**config.mk**
```make
export PLATFORM = sky130hd
export DESIGN_NAME = axi_lite_reg_writer
export DESIGN_NICKNAME = d
export VERILOG_FILES = /design/src/rtl/axi_lite_reg_writer_pkg.sv /design/src/rtl/axi_lite_reg_writer.sv
export SDC_FILE = /design/constraint.sdc
export NUM_CORES = 1
export LEC_CHECK = 0
export CAP_MARGIN = 20
export CORE_ASPECT_RATIO = 0.8
export CORE_MARGIN = 1.5
export CORE_UTILIZATION = 30
export DETAILED_ROUTE_END_ITERATION = 16
export SETUP_SLACK_MARGIN = 0.02
export SYNTH_ARGS = -nofsm -noshare
export SYNTH_HDL_FRONTEND = slang
export SYNTH_SLANG_ARGS = --single-unit
export TNS_END_PERCENT = 30
```
**constraint.sdc**
```tcl
create_clock -name clk -period 3.05 [get_ports clk]
set_clock_uncertainty 0.1 [all_clocks]
set_input_delay 0.305 -clock clk [delete_from_list [all_inputs] [get_ports clk]]
set_output_delay 0.305 -clock clk [all_outputs]
set_load 0.01 [all_outputs]
```
**src/rtl/axi_lite_reg_writer_pkg.sv**
```systemverilog
// Shared definitions for the AXI4-Lite register write engine.
//   DATA_W / STRB_W : data bus and byte-strobe widths
//   ADDR_LSB        : lowest byte-address bit that selects a register
//   BRESP_OKAY      : the only write response this slave returns
//   IDLE..RESP      : write FSM state codes
//   strb_merge      : byte-strobe merge of new data into an old register value
package axi_lite_reg_writer_pkg;

    localparam int unsigned DATA_W   = 32;
    localparam int unsigned STRB_W   = DATA_W / 8;
    localparam int unsigned ADDR_LSB = DATA_W / 32 + 1;

    localparam logic [1:0] BRESP_OKAY = 2'b00;

    // Write FSM states
    localparam logic [2:0] IDLE    = 3'd0;
    localparam logic [2:0] HAVE_AW = 3'd1;
    localparam logic [2:0] HAVE_W  = 3'd2;
    localparam logic [2:0] COMMIT  = 3'd3;
    localparam logic [2:0] RESP    = 3'd4;

    // Bytes with strobe set take new_data, the rest keep old_data
    function automatic logic [DATA_W-1:0] strb_merge(
        input logic [DATA_W-1:0] old_data,
        input logic [DATA_W-1:0] new_data,
        input logic [STRB_W-1:0] strb
    );
        logic [DATA_W-1:0] merged;
        merged = old_data;
        for (int k = 0; k < int'(STRB_W); k++) begin
            if (strb[k]) merged[8*k +: 8] = new_data[8*k +: 8];
        end
        return merged;
    endfunction

endpackage

```
**src/rtl/axi_lite_reg_writer.sv**
```systemverilog
// AXI4-Lite slave write channel for an eight-entry 32-bit register file.
// AW and W are accepted independently in either order, merged into the
// addressed register under WSTRB one cycle after the second handshake, and
// answered with an OKAY response held until BREADY.
// Ports:
//   clk, resetN                  clock (rising edge), async active-low reset
//   s_aw*, s_w*, s_b*            AXI4-Lite write address / data / response
//   r0..r7                       register file contents (to read-side mux)
//   wr_pulse                     one-cycle flag, bit i set when ri was updated
module axi_lite_reg_writer
    import axi_lite_reg_writer_pkg::*;
#(
    parameter int unsigned C_S_AXI_DATA_WIDTH = DATA_W,
    parameter int unsigned C_S_AXI_ADDR_WIDTH = 5,
    parameter int unsigned OPT_MEM_ADDR_BITS  = 2
) (
    input  logic                            clk,
    input  logic                            resetN,
    input  logic [C_S_AXI_ADDR_WIDTH-1:0]   s_awaddr,
    input  logic                            s_awvalid,
    output logic                            s_awready,
    input  logic [C_S_AXI_DATA_WIDTH-1:0]   s_wdata,
    input  logic [C_S_AXI_DATA_WIDTH/8-1:0] s_wstrb,
    input  logic                            s_wvalid,
    output logic                            s_wready,
    output logic [1:0]                      s_bresp,
    output logic                            s_bvalid,
    input  logic                            s_bready,
    output logic [C_S_AXI_DATA_WIDTH-1:0]   r0,
    output logic [C_S_AXI_DATA_WIDTH-1:0]   r1,
    output logic [C_S_AXI_DATA_WIDTH-1:0]   r2,
    output logic [C_S_AXI_DATA_WIDTH-1:0]   r3,
    output logic [C_S_AXI_DATA_WIDTH-1:0]   r4,
    output logic [C_S_AXI_DATA_WIDTH-1:0]   r5,
    output logic [C_S_AXI_DATA_WIDTH-1:0]   r6,
    output logic [C_S_AXI_DATA_WIDTH-1:0]   r7,
    output logic [7:0]                      wr_pulse
);

    localparam int unsigned DW    = C_S_AXI_DATA_WIDTH;
    localparam int unsigned SW    = C_S_AXI_DATA_WIDTH / 8;
    localparam int unsigned IDX_W = OPT_MEM_ADDR_BITS + 1;
    localparam int unsigned NREG  = 1 << IDX_W;

    logic [2:0]       state_q;
    logic [2:0]       state_nxt;
    logic             aw_hs;
    logic             w_hs;
    logic [IDX_W-1:0] idx_q;
    logic [DW-1:0]    wdata_q;
    logic [SW-1:0]    wstrb_q;
    logic [DW-1:0]    regs [NREG];

    // Sub-word address bits carry no register selection
    logic unused_addr_bits;
    assign unused_addr_bits = ^s_awaddr[ADDR_LSB-1:0];

    assign aw_hs = s_awvalid && s_awready;
    assign w_hs  = s_wvalid  && s_wready;

    // Next-state decode
    always_comb begin
        state_nxt = state_q;
        case (state_q)
            IDLE: begin
                if (s_awvalid && s_wvalid) state_nxt = COMMIT;
                else if (s_awvalid)        state_nxt = HAVE_AW;
                else if (s_wvalid)         state_nxt = HAVE_W;
            end
            HAVE_AW: if (s_wvalid)  state_nxt = COMMIT;
            HAVE_W:  if (s_awvalid) state_nxt = COMMIT;
            COMMIT:  state_nxt = RESP;
            RESP:    if (s_bready)  state_nxt = IDLE;
            default: state_nxt = IDLE;
        endcase
    end

    // State register; handshake flags are registered from the next state so
    // they are Moore outputs straight off flops
    always_ff @(posedge clk or negedge resetN) begin
        if (!resetN) begin
            state_q   <= IDLE;
            s_awready <= 1'b1;
            s_wready  <= 1'b1;
            s_bvalid  <= 1'b0;
        end else begin
            state_q   <= state_nxt;
            s_awready <= (state_nxt == IDLE) || (state_nxt == HAVE_W);
            s_wready  <= (state_nxt == IDLE) || (state_nxt == HAVE_AW);
            s_bvalid  <= (state_nxt == RESP);
        end
    end

    // Payload holding registers so the master may move on after handshake
    always_ff @(posedge clk or negedge resetN) begin
        if (!resetN) begin
            idx_q   <= '0;
            wdata_q <= '0;
            wstrb_q <= '0;
        end else begin
            if (aw_hs) idx_q <= s_awaddr[ADDR_LSB+OPT_MEM_ADDR_BITS:ADDR_LSB];
            if (w_hs) begin
                wdata_q <= s_wdata;
                wstrb_q <= s_wstrb;
            end
        end
    end

    // Register file update and write pulse on the edge leaving COMMIT
    always_ff @(posedge clk or negedge resetN) begin
        if (!resetN) begin
            for (int i = 0; i < int'(NREG); i++) regs[i] <= '0;
            wr_pulse <= '0;
        end else begin
            wr_pulse <= '0;
            if (state_q == COMMIT) begin
                regs[idx_q] <= strb_merge(regs[idx_q], wdata_q, wstrb_q);
                if (wstrb_q != '0) wr_pulse <= 8'b1 << idx_q;
            end
        end
    end

    assign s_bresp = BRESP_OKAY;

    assign r0 = regs[0];
    assign r1 = regs[1];
    assign r2 = regs[2];
    assign r3 = regs[3];
    assign r4 = regs[4];
    assign r5 = regs[5];
    assign r6 = regs[6];
    assign r7 = regs[7];

endmodule

```
# --- Yosys cells after proc, flatten, opt, wreduce, memory -nomap -nowiden ---
# Index checks and enable logic that the tools add are counted.
totals:
  reg_bits: 309
  in_bits: 46
  output_inout_bits: 269
op_classes:
  order_cmp: 2
  eq_ne: 7
  n_shift: 1
  muxes: 23
  n_bitwise: 1
  reduce_logical: 9
op_table:
  columns: ["cell", "count"]
  rows:
  - ["bitwise mux 256 bit", 1]
  - ["binary-select mux 32 bit (select 3 bit)", 1]
  - ["demux 32 bit (select 3 bit)", 1]
  - ["two-way mux 32 bit", 3]
  - ["two-way mux 8 bit", 10]
  - ["two-way mux 3 bit", 6]
  - ["one-hot mux 3 bit (5 select lines)", 1]
  - ["== test 3 x 2 -> 1 bit, second input constant", 3]
  - ["left shift 1 x 3 -> 8 bit, first input constant", 1]
  - ["== test 3 x 1 -> 1 bit, second input constant", 2]
  - ["== test 3 bit, second input constant", 2]
  - ["logical NOT 3 bit", 2]
  - ["greater-or-equal comparator 4 bit, second input constant", 1]
  - ["logical AND 1 bit", 4]
  - ["less-than comparator 4 x 1 -> 1 bit, second input constant", 1]
  - ["inverter 3 -> 4 bit", 1]
  - ["nonzero test 4 bit", 1]
  - ["logical OR 1 bit", 2]

# --- Depth between registers and ports, before layout ---
depth:
  depth_word: 7
  mapped_depth: 7

# --- Least setup slack after synthesis ---
# No wires, ideal clock.
synth_path:
  kind: "register to register"
  start: "register idx_q[1]"
  end: "register regs, in the netlist r6[0]"
  t_arrival_ns: 1.786
  t_required_ns: 2.816
  path_slack_ns: 1.030
  stages_incl_launch_ff: 8
  path_cell_list: "dfrtp_1 > clkbuf_1 > buf_2 > buf_2 > mux4_2 > mux2_2 > mux2i_4 > o21ai_0"
synth_between:
  elab_chain_cells: 7
synth_rtl:
  columns: ["item", "line", "source"]
  rows:
  - ["start, declared", "axi_lite_reg_writer.sv:49", "logic [IDX_W-1:0] idx_q;"]
  - ["start signal, assigned", "axi_lite_reg_writer.sv:101", "if (aw_hs) idx_q <= s_awaddr[ADDR_LSB+OPT_MEM_ADDR_BITS:ADDR_LSB];"]
  - ["inverter 3 -> 4 bit (not written as such) *", "axi_lite_reg_writer.sv:117", "regs[idx_q] <= strb_merge(regs[idx_q], wdata_q, wstrb_q);"]
  - ["binary-select mux 32 bit (select 3 bit)", "axi_lite_reg_writer.sv:117", null]
  - ["two-way mux 32 bit (not written as such) (2 in series)", "axi_lite_reg_writer.sv:117", null]
  - ["two-way mux 8 bit", "axi_lite_reg_writer_pkg.sv:31", "if (strb[k]) merged[8*k +: 8] = new_data[8*k +: 8];"]
  - ["two-way mux 8 bit", "axi_lite_reg_writer.sv:116", "if (state_q == COMMIT) begin"]
  - ["bitwise mux 256 bit *", "axi_lite_reg_writer.sv:117", null]
  - ["end signal, assigned by index", "axi_lite_reg_writer.sv:117", null]
  - ["end, declared", "axi_lite_reg_writer.sv:52", "logic [DW-1:0] regs [NREG];"]
# Every way passes the cells marked *; elsewhere a longest branch is shown, timed or not. The select of a mux whose other input is x is not followed.
# A chain may end at the register's enable or synchronous reset.

# --- Worst setup path after layout ---
layout_path:
  start: "register idx_q[0]"
  end: "register regs, in the netlist r1[0]"
# The elaborated chain is that of the path after synthesis.

==> results.yml <==
grt:
  grt_use_total_pct: 18.4
  grt_antenna_before_repair: 3
  overflow: 0
  grt_max_degree: 98
  grt_pass1_wl_um: 62900
  grt_pass1_vias: 9843
routing:
  wl_met3_um: 2880
  drc: 0
  vias: 9843
  met1_length_um: 19800
  dr.pass1.iters: 4
  routed.top_layer: "met5"
  wl_met2_um: 19100
  drt_iter0_markers: 512
  ant_nets: 0
  viasPerCell: 4.83
  drt-total-wl_um: 42700
  avgRoutedWirePerCell_um: 21.0
clock_network:
  post_cts_buffers: 0
  clkLatencyLatePin_ns: 0.54
  cts_sinks: 309
  clk_pin_slew_ns: 0.06
  ctsHtreeMaxLevel: 2
  cts_buffer_depth: 3
  numCtsBuffers: 35
  ctsResizeCount: 0
  cts_tree: "built"
  cts-root-buf: "clkbuf_16"
synth:
  yosysUniqueCellTypes: 23
  synth-warning-count: 0
  synth_top_area_share_pct: 56.9
  synth_xor_area_share_pct: 0
  ys_seq_area_share_pct: 57.3
  synth_area_um2: 13500
  ys_ff_latch: 309
  synthSimpleGateAreaFrac_pct: 8.23
  netlist.top_cell.by_area: "dfrtp_1"
  synth.mux.area_fraction_pct: 22.0
  synth_area_leaders: "dfrtp_1 57%, mux4_2 11%, o21ai_0 9.6%"
  synthAdderAreaFrac_pct: 0
  synth_top_family_by_area: "multiplexers"
  synthCells: 1109
  avgSynthCellArea_um2: 12.2
  synth-compound-area-share_pct: 9.60
sta:
  drv_slew: 0
  setup_viol: 0
  slew_headroom_pct: 28.7
  hold_slack_ns: 0.283
  rsz0062_at_grt: "no"
  fin_crit_ns: 2.49
  post-route-period-util_pct: 81.6
  final_hold_viol_count: 0
  tightest_slew_ns: 1.07
  fmax_mhz: 402
  finalSetupTns_ns: 0
worst_setup_path:
  cp_max_fo: 27
  start_kind: "flip-flop"
  cp-end-kind: "flip-flop"
  crit_type: "reg -> reg"
  crit_arrival_ns: 2.78
  critPathRequiredTime_ns: 3.34
die:
  row_count: 69
  fp.coreArea_um2: 44400
  dieArea_um2: 46300
  ios: 315
  die_y_um: 193
  die_w_um: 240
  start_util_pct: 30.4
placement:
  dpl.hpwl_um: 28300
  io_buffers: 310
  gp_congestion: 0.815
cells_and_area:
  syn_to_final_growth_pct: 39.1
  fin_util_pct: 42.3
  nets: 1452
  drive_gt1_share_pct: 19.0
min_path:
  hold_path.class: "in -> reg"
pwr:
  peakVddDrop_v: 0.000479
  power.density_nw_per_um2: 1100
  leakagePower_nw: 7.82
job:
  maxCapViolCount: 0
run_status:
  outcome: "finished, final reports clean"
-- per-layer routing --
| layer | vias to the layer above | track usage, % |
|---|---|---|
| li1 | 4474 | - |
| met1 | 5017 | 25.8 |
| met2 | 297 | 27.7 |
| met3 | 53 | 4.79 |
| met4 | 2 | 5.85 |
| met5 | - | 0 |
-- layout by cell type, fill, tap and decap left out, types with 2 or more instances in the layout --
| cell | instances |
|---|---|
| clkinv_2 | 2 |
| mux2i_4 | 32 |
| mux2_2 | 71 |
| dfrtp_4 | 2 |
| clkbuf_1 | 5 |
| o21ai_0 | 258 |
| nand3_4 | 2 |
| nor2_1 | 13 |
| mux4_2 | 64 |
| diode_2 | 3 |
| nor2b_1 | 3 |
| dfrtp_1 | 304 |
| nand2_2 | 7 |
| buf_4 | 18 |
| nand2_1 | 258 |
| conb_1 | 2 |
| clkbuf_16 | 37 |
| clkbuf_8 | 10 |
| bufinv_16 | 7 |
| buf_12 | 13 |
| dfstp_2 | 2 |
| clkdlybuf4s50_1 | 309 |
-- power breakdown --
part	leakage (nW)	switching, W	internal [W]
registers	4.06	0.00161	0.00556
logic	3.11	0.00407	0.00473
clock network	0.641	0.00171	0.00304
total	7.82	0.00739	0.0133
-- worst paths after layout --
path                                  from    endpoint  slack [ns]  cells past startpoint
worst max register to register    idx_q[0]       r1[0]        0.56                      5
max in group asynchronous           resetN      r1[14]        1.70                      3
worst min register to register       r7[2]       r7[2]        0.40                      2
worst max-delay path              idx_q[0]       r1[0]        0.56                      5
min in group asynchronous           resetN      r2[11]        0.30                      2
worst min-delay path            s_wstrb[1]  wstrb_q[1]        0.28                      2
-- repair_timing --
action / CTS / global route
hold buffers: 1 / 0
hold endpoints to repair: 91 / 0
setup endpoints to repair: 0 / 0
-- final cells by class --
type	instances	area [um2]
fillers	4084	25600
flip-flops and latches	309	7740
multi-input cells	716	5430
repair buffers	343	3540
clock buffers	52	1080
well taps	603	754
clock inverters	9	220
diodes	3	7.51
inverters	1	3.75
-- synth_stat cells (all sizes together) --
cell type and number:
mux4 64, buf 20, or4b 1, nor2 13
conb 1, nor4 1, mux2 71, dfrtp 307
nor2b 3, a21oi 1, o21ai 258, clkbuf 64
nand2 265, and4bb 1, mux2i 33, nand3 2
and4b 1, dfstp 2, inv 1
-- flip-flops by register name, summed over array words and instances, names as in the netlist, 3 cells and up --
signal and cells:
r7 32, r2 32, wr_pulse 8, r0 32, r1 32, r5 32
wdata_q 32, state_q 3, r3 32, r4 32, idx_q 3, wstrb_q 4
r6 32
-- critical path, stage by stage, from the launching register on --
cell and delay [ns]:
dfrtp_4 0.63, buf_12 0.31, mux4_2 0.57, mux2_2 0.31, mux2i_4 0.27, o21ai_0 0.14
-- through the flow --
| step | power, W | setup slack (ns) | instance area (um2) | instances |
|---|---|---|---|---|
| 3_3_place_gp | 0.0159 | 0.569 | 17400 | 1970 |
| 6_report | 0.0207 | 0.560 | 18800 | 2036 |
| 2_1_floorplan | 0.0117 | 1.03 | 13500 | 1110 |
| 3_5_place_dp | 0.0161 | 0.534 | 17400 | 1970 |
| 5_1_grt | 0.0219 | 0.441 | 18800 | 2034 |
| 4_1_cts | 0.0209 | 0.498 | 18700 | 2032 |
-- logic make-up (layout without fill, tap and decap cells) --
| kind of cell | after synthesis | after routing |
|---|---|---|
| flops | 309 | 309 |
| other cells | 1 | 5 |
| compound gates | 259 | 259 |
| simple gates | 287 | 287 |
| buf+inv | 85 | 405 |
| mux | 168 | 168 |
Power figures use the tool's default switching activity.
